===== src/rtl/duck_pkg.sv =====
// ---------------------------------------------------------------------------
// duck_pkg
// Shared definitions for the duck sprite motion logic and the other game
// blocks that work alongside it.
//   duck_state_e : life-cycle state of one duck (encoding is visible on the
//                  debug/score port, so values are fixed)
//   *_DEF        : default screen geometry
//   LFSR_SEED    : reset value of the shared pseudo-random generator
//   LAUNCH_X_MIN : left-most launch column (added to 9 random bits)
// ---------------------------------------------------------------------------
package duck_pkg;

    typedef enum logic [2:0] {
        ST_IDLE   = 3'd0,
        ST_FLY    = 3'd1,
        ST_HIT    = 3'd2,
        ST_FALL   = 3'd3,
        ST_ESCAPE = 3'd4
    } duck_state_e;

    localparam int unsigned SCREEN_W_DEF = 800;
    localparam int unsigned FLOOR_Y_DEF  = 440;
    localparam int unsigned SKY_Y_DEF    = 16;

    localparam logic [15:0] LFSR_SEED    = 16'hACE1;
    localparam logic [10:0] LAUNCH_X_MIN = 11'd16;

endpackage


===== src/rtl/lfsr16.sv =====
// ---------------------------------------------------------------------------
// lfsr16
// Free-running 16-bit Fibonacci LFSR (taps 16,14,13,11), advancing on every
// pixel clock. Shared source of randomness for the game logic.
// Ports:
//   pclk  : pixel clock
//   rst_n : asynchronous active-low reset, loads LFSR_SEED
//   out   : current LFSR contents
// ---------------------------------------------------------------------------
module lfsr16
    import duck_pkg::*;
(
    input  logic        pclk,
    input  logic        rst_n,
    output logic [15:0] out
);

    logic [15:0] lfsr_q;
    logic        fb;

    // Tap 16 is the MSB; tap n maps to bit n-1.
    assign fb = lfsr_q[15] ^ lfsr_q[13] ^ lfsr_q[12] ^ lfsr_q[10];

    always_ff @(posedge pclk or negedge rst_n) begin
        if (!rst_n) begin
            lfsr_q <= LFSR_SEED;
        end else begin
            lfsr_q <= {lfsr_q[14:0], fb};
        end
    end

    assign out = lfsr_q;

endmodule


===== src/rtl/duck_motion_ctrl.sv =====
// ---------------------------------------------------------------------------
// duck_motion_ctrl
// Position generator for one duck sprite. Runs the duck's life cycle
// (launch, bouncing flight, hit freeze, fall, or escape after a timeout) and
// moves it once per video frame, on the rising edge of vsync.
// Ports:
//   pclk     : pixel clock
//   rst_n    : asynchronous active-low reset
//   vsync_in : vsync from the timing chain (frame tick = its rising edge)
//   start    : launch request, level-sampled while idle
//   hit      : single-cycle shot-on-duck pulse, honoured only in flight
//   xpos     : sprite top-left x (registered)
//   ypos     : sprite top-left y (registered)
//   invert   : 1 = sprite faces left (registered)
//   active   : 1 whenever a duck is on screen (state != IDLE)
//   done     : one-cycle pulse when a fall reaches the grass
//   escaped  : one-cycle pulse when an escape leaves the top of the screen
//   state    : current state, for debug and score logic
// ---------------------------------------------------------------------------
module duck_motion_ctrl
    import duck_pkg::*;
#(
    parameter int unsigned SCREEN_W      = SCREEN_W_DEF,
    parameter int unsigned WIDTH         = 48,
    parameter int unsigned FLOOR_Y       = FLOOR_Y_DEF,
    parameter int unsigned SKY_Y         = SKY_Y_DEF,
    parameter int unsigned SPEED_X       = 4,
    parameter int unsigned SPEED_Y       = 3,
    parameter int unsigned FALL_SPEED    = 6,
    parameter int unsigned ESCAPE_SPEED  = 8,
    parameter int unsigned FLIGHT_FRAMES = 300,
    parameter int unsigned HIT_FRAMES    = 30
) (
    input  logic        pclk,
    input  logic        rst_n,
    input  logic        vsync_in,
    input  logic        start,
    input  logic        hit,
    output logic [10:0] xpos,
    output logic [10:0] ypos,
    output logic        invert,
    output logic        active,
    output logic        done,
    output logic        escaped,
    output logic [2:0]  state
);

    // Bounds and steps are held one bit wider than the position so the
    // "position + step" comparisons can never wrap.
    localparam logic [11:0] X_MAX    = 12'(SCREEN_W - WIDTH);
    localparam logic [11:0] Y_FLOOR  = 12'(FLOOR_Y);
    localparam logic [11:0] Y_SKY    = 12'(SKY_Y);
    localparam logic [11:0] SPD_X    = 12'(SPEED_X);
    localparam logic [11:0] SPD_Y    = 12'(SPEED_Y);
    localparam logic [11:0] SPD_FALL = 12'(FALL_SPEED);
    localparam logic [11:0] SPD_ESC  = 12'(ESCAPE_SPEED);
    localparam logic [8:0]  FLIGHT_LAST = 9'(FLIGHT_FRAMES - 1);
    localparam logic [8:0]  HIT_LAST    = 9'(HIT_FRAMES - 1);

    logic [15:0] lfsr;
    logic        unused_lfsr_hi;
    logic        vsync_q;
    logic        tick;
    logic [11:0] x_ext;
    logic [11:0] y_ext;

    duck_state_e state_q,     state_d;
    logic [10:0] xpos_q,      xpos_d;
    logic [10:0] ypos_q,      ypos_d;
    logic        dir_left_q,  dir_left_d;
    logic        dir_up_q,    dir_up_d;
    logic [8:0]  frame_cnt_q, frame_cnt_d;
    logic        done_q,      done_d;
    logic        escaped_q,   escaped_d;

    lfsr16 u_lfsr (
        .pclk  (pclk),
        .rst_n (rst_n),
        .out   (lfsr)
    );

    // Only the low nine bits pick the launch column; the rest are for
    // other consumers of the shared generator.
    assign unused_lfsr_hi = ^lfsr[15:9];

    assign tick  = vsync_in & ~vsync_q;
    assign x_ext = {1'b0, xpos_q};
    assign y_ext = {1'b0, ypos_q};

    always_comb begin
        state_d     = state_q;
        xpos_d      = xpos_q;
        ypos_d      = ypos_q;
        dir_left_d  = dir_left_q;
        dir_up_d    = dir_up_q;
        frame_cnt_d = frame_cnt_q;
        done_d      = 1'b0;
        escaped_d   = 1'b0;

        case (state_q)
            ST_IDLE: begin
                if (start) begin
                    state_d     = ST_FLY;
                    // 16 + 9 random bits spans 16..527, always on screen.
                    xpos_d      = LAUNCH_X_MIN + {2'b00, lfsr[8:0]};
                    ypos_d      = 11'(Y_FLOOR);
                    dir_left_d  = lfsr[0];
                    dir_up_d    = 1'b1;
                    frame_cnt_d = '0;
                end
            end

            ST_FLY: begin
                // A shot wins over a coincident frame tick or timeout.
                if (hit) begin
                    state_d     = ST_HIT;
                    frame_cnt_d = '0;
                end else if (tick) begin
                    if (dir_left_q) begin
                        if (x_ext <= SPD_X) begin
                            xpos_d     = '0;
                            dir_left_d = 1'b0;
                        end else begin
                            xpos_d = 11'(x_ext - SPD_X);
                        end
                    end else begin
                        if (x_ext + SPD_X >= X_MAX) begin
                            xpos_d     = 11'(X_MAX);
                            dir_left_d = 1'b1;
                        end else begin
                            xpos_d = 11'(x_ext + SPD_X);
                        end
                    end

                    if (dir_up_q) begin
                        if (y_ext <= Y_SKY + SPD_Y) begin
                            ypos_d   = 11'(Y_SKY);
                            dir_up_d = 1'b0;
                        end else begin
                            ypos_d = 11'(y_ext - SPD_Y);
                        end
                    end else begin
                        if (y_ext + SPD_Y >= Y_FLOOR) begin
                            ypos_d   = 11'(Y_FLOOR);
                            dir_up_d = 1'b1;
                        end else begin
                            ypos_d = 11'(y_ext + SPD_Y);
                        end
                    end

                    if (frame_cnt_q == FLIGHT_LAST) begin
                        state_d     = ST_ESCAPE;
                        frame_cnt_d = '0;
                    end else begin
                        frame_cnt_d = frame_cnt_q + 9'd1;
                    end
                end
            end

            ST_HIT: begin
                if (tick) begin
                    if (frame_cnt_q == HIT_LAST) begin
                        state_d     = ST_FALL;
                        frame_cnt_d = '0;
                    end else begin
                        frame_cnt_d = frame_cnt_q + 9'd1;
                    end
                end
            end

            ST_FALL: begin
                if (tick) begin
                    if (y_ext + SPD_FALL >= Y_FLOOR) begin
                        ypos_d  = 11'(Y_FLOOR);
                        state_d = ST_IDLE;
                        done_d  = 1'b1;
                    end else begin
                        ypos_d = 11'(y_ext + SPD_FALL);
                    end
                end
            end

            ST_ESCAPE: begin
                if (tick) begin
                    if (y_ext <= SPD_ESC) begin
                        ypos_d    = '0;
                        state_d   = ST_IDLE;
                        escaped_d = 1'b1;
                    end else begin
                        ypos_d = 11'(y_ext - SPD_ESC);
                    end
                end
            end

            default: begin
                state_d = ST_IDLE;
            end
        endcase
    end

    always_ff @(posedge pclk or negedge rst_n) begin
        if (!rst_n) begin
            vsync_q     <= 1'b0;
            state_q     <= ST_IDLE;
            xpos_q      <= '0;
            ypos_q      <= 11'(FLOOR_Y);
            dir_left_q  <= 1'b0;
            dir_up_q    <= 1'b1;
            frame_cnt_q <= '0;
            done_q      <= 1'b0;
            escaped_q   <= 1'b0;
        end else begin
            vsync_q     <= vsync_in;
            state_q     <= state_d;
            xpos_q      <= xpos_d;
            ypos_q      <= ypos_d;
            dir_left_q  <= dir_left_d;
            dir_up_q    <= dir_up_d;
            frame_cnt_q <= frame_cnt_d;
            done_q      <= done_d;
            escaped_q   <= escaped_d;
        end
    end

    // The sprite always faces its direction of travel.
    assign xpos    = xpos_q;
    assign ypos    = ypos_q;
    assign invert  = dir_left_q;
    assign active  = (state_q != ST_IDLE);
    assign done    = done_q;
    assign escaped = escaped_q;
    assign state   = state_q;

endmodule


===== config.mk =====
export PLATFORM = sky130hd
export DESIGN_NAME = duck_motion_ctrl
export DESIGN_NICKNAME = d
export VERILOG_FILES = /design/src/rtl/duck_pkg.sv /design/src/rtl/lfsr16.sv /design/src/rtl/duck_motion_ctrl.sv
export SDC_FILE = /design/constraint.sdc
export NUM_CORES = 1
export LEC_CHECK = 0
export CELL_PAD_IN_SITES_DETAIL_PLACEMENT = 1
export CELL_PAD_IN_SITES_GLOBAL_PLACEMENT = 2
export CORE_UTILIZATION = 30
export CTS_CLUSTER_DIAMETER = 30
export DETAILED_ROUTE_END_ITERATION = 16
export GPL_ROUTABILITY_DRIVEN = 0
export PLACE_DENSITY_LB_ADDON = 0.2
export SYNTH_ARGS = -nofsm -noshare
export SYNTH_HDL_FRONTEND = slang
export SYNTH_SLANG_ARGS = --single-unit

===== constraint.sdc =====
create_clock -name pclk -period 6.7 [get_ports pclk]
set_input_delay 1.34 -clock pclk [delete_from_list [all_inputs] [get_ports pclk]]
set_output_delay 1.34 -clock pclk [all_outputs]
set_load 0.05 [all_outputs]

==> impl_metrics.ini <==
[critical_path]
cp.arrival_ns = 3.70
startpoint_type = input port
worstSetupPathType = input port to register
worstPathRequired_ns = 6.89
critPathLaunch = hit
reg2reg_from = ypos[2]
end_kind = register
path_max_fanout = 7

[cells_and_area]
area_growth_pct = 14.04
final_nets = 559
fin_area_um2 = 4888
drive_gt1_frac = 0.07807
n_antenna_cell = 0

[die]
rows = 43
io_pins = 34
die_area_um2 = 14770
die_h_um = 121.5
start_util = 0.3076
core-area_um2 = 13930
die_w_um = 121.5

[run_status]
status = complete, no violations

[sta]
hold_viol = 0
maxSlewViolCount = 0
rsz0062_at_grt = false
max_slew_margin = 0.1436
clock_skew_ns = 0.005209
fmaxAchievable_ghz = 0.2853
min_period_ns = 3.506
setup_viol = 0
tightest_slew_ns = 1.275
fin_crit_sh = 0.5232
setup_tns_ns = 0

[global_routing]
grt_pass1_vias = 4253
grt_max_degree = 56
grt_pass1_wl_mm = 23.17
antenna_found_initial = 0
grtUsageTotal = 0.1991
grt_overflow = 0

[synthesis]
ys_ff_latch = 55
synth_seq_area_share = 0.3252
syn-num-nets = 548
synth_top_flop_cell = dfrtp_1
synth_cells = 526
synth-edff-count = 0
syn_area_um2 = 4287
avgSynthCellArea_um2 = 8.149
synth_cell_types = 70
yosys-top-cells-area = dfrtp_1 24%, dfstp_2 8.6%, ha_1 5.0%
synth_top_area_frac = 0.2393
async_reset_ff_frac = 1.000
ys_warn_count = 0
yosysTopAreaCell = dfrtp_1

[cts]
postCtsSetupBuffers = 0
cts_hold_buf = 0
clk_latency_ns = 0.30
cts-root-buf = clkbuf_16
clk_path_buf_depth = 2
cts_buffers = 5
clk_pin_slew_ns = 0.08
cts_tree = yes
cts_sinks = 55
cts-resized-gates = 0
htreeDepth = 2

[route]
drt_wl_total_mm = 13.89
avgViaCountPerCell = 5.730
drc = 0
dr.pass1.iters = 4
route.antenna.remaining_nets = 0
vias = 4114
wl_per_cell_um = 19.35
drt_first_iter_violations = 301

[power_and_ir_drop]
peakVddDrop_mv = 0.1530
finalPower_mw = 1.890
power.density_nw_per_um2 = 386.6
p_leak_nw = 1.933

[job]
maxCapViolCount = 0

[place]
place_area_um2 = 4737
hpwlAfterDp_mm = 9.990
port_buffers = 33

[hold_path]
hold_class = register to register
hold_start = u_lfsr.out[14]
## sequential cells by signal (all words and copies together), names as in the netlist
register and count:
vsync_q 1, escaped 1, invert 1, state 3
xpos 11, u_lfsr.out 16, frame_cnt_q 9, done 1
ypos 11, dir_up_q 1
## synthesized netlist by cell type, types with 3 or more instances
| cell | number |
|---|---|
| and3_1 | 10 |
| buf_2 | 5 |
| a32oi_1 | 5 |
| a21o_1 | 5 |
| o2111ai_1 | 3 |
| inv_1 | 19 |
| a31oi_1 | 14 |
| o22ai_1 | 5 |
| or2_2 | 5 |
| nand2_1 | 39 |
| o211ai_1 | 10 |
| a21oi_1 | 32 |
| dfrtp_1 | 41 |
| nor4_1 | 4 |
| o32ai_1 | 3 |
| nor2b_1 | 12 |
| nand2b_1 | 12 |
| nor3_1 | 18 |
| a21boi_0 | 3 |
| o311ai_0 | 3 |
| and2_1 | 8 |
| nand4_1 | 4 |
| ha_1 | 17 |
| a31o_2 | 4 |
| or3_1 | 6 |
| clkbuf_1 | 27 |
| dfstp_2 | 14 |
| o21ai_0 | 34 |
| xnor2_1 | 16 |
| o31ai_1 | 8 |
| nand3_1 | 25 |
| xor2_1 | 7 |
| a41oi_1 | 3 |
| a211oi_1 | 7 |
| o211a_1 | 4 |
| nor2_1 | 46 |
## critical path: stages
cell and delay, ns:
clkdlybuf4s50_1 0.52, nand2b_1 0.12, a21oi_1 0.11, nor3_1 1.05, o21ai_0 0.25, a22o_1 0.30
## layer usage
layer	vias to the layer above	global-route usage	part of all wire
li1	1978	-	-
met1	2064	0.2893	0.52
met2	62	0.3089	0.44
met3	10	0.03558	0.029
met4	0	0.03627	0.0087
met5	-	0	0
## power by group
| group | switching [mW] | leakage (nW) | internal, mW |
|---|---|---|---|
| Combinational | 0.660 | 1.17 | 0.376 |
| Clock | 0.139 | 0.0752 | 0.143 |
| Sequential | 0.176 | 0.689 | 0.396 |
## final timing paths
path | cells past startpoint | slack, ns | to
max in group asynchronous | 2 | 4.99 | xpos[7]
min in group asynchronous | 2 | 1.19 | xpos[9]
setup / recovery | 6 | 3.19 | xpos[8]
hold / removal | 0 | 0.36 | u_lfsr.out[15]
hold reg to reg | 0 | 0.36 | u_lfsr.out[15]
setup reg to reg | 7 | 3.38 | ypos[0]
## final cells by class
type                            instances  area, um2
Clock buffer                            5      125.1
Clock inverter                          3      26.28
Fill cell                            1653       9046
Inverter                               19      71.32
Multi-Input combinational cell        419       2691
Sequential cell                        55       1394
Tap cell                              180      225.2
Timing Repair Buffer                   37      355.3
## cell usage in the layout (no fill, tap or decap), types with 16 or more instances in the layout
master,Yosys,layout
nor2_1,46,46
dfrtp_1,41,41
nand2_1,39,39
o21ai_0,34,34
a21oi_1,32,32
clkdlybuf4s50_1,0,32
nand3_1,25,25
inv_1,19,19
nor3_1,18,18
ha_1,17,17
xnor2_1,16,16
## stage by stage
| step | setup slack, ns | utilization | hold WS, ns | cells |
|---|---|---|---|---|
| 6_report | 3.194 | 0.3508 | 0.3615 | 718 |
| 5_1_grt | 3.036 | 0.3508 | 0.3888 | 718 |
| 4_1_cts | 3.261 | 0.3508 | 0.3734 | 718 |
| 3_5_place_dp | 2.939 | 0.3399 | 0.3433 | 710 |
| 3_3_place_gp | 3.076 | 0.3399 | 0.3415 | 710 |
| 2_1_floorplan | 3.684 | - | 0.3330 | 526 |
## cells by family (layout without fill, tap and decap cells)
family,Yosys count,count (layout),share of synthesized area
AO/OA/AOI/OAI,171,171,0.2767
XOR/XNOR,23,23,0.04699
adder cells (fa/ha/maj),17,17,0.04962
buffers and inverters,52,64,0.04699
flip-flops,55,55,0.3252
multiplexers,3,3,0.007589
AND/OR/NAND/NOR,205,205,0.2469
(Power assumes the default switching activity.)
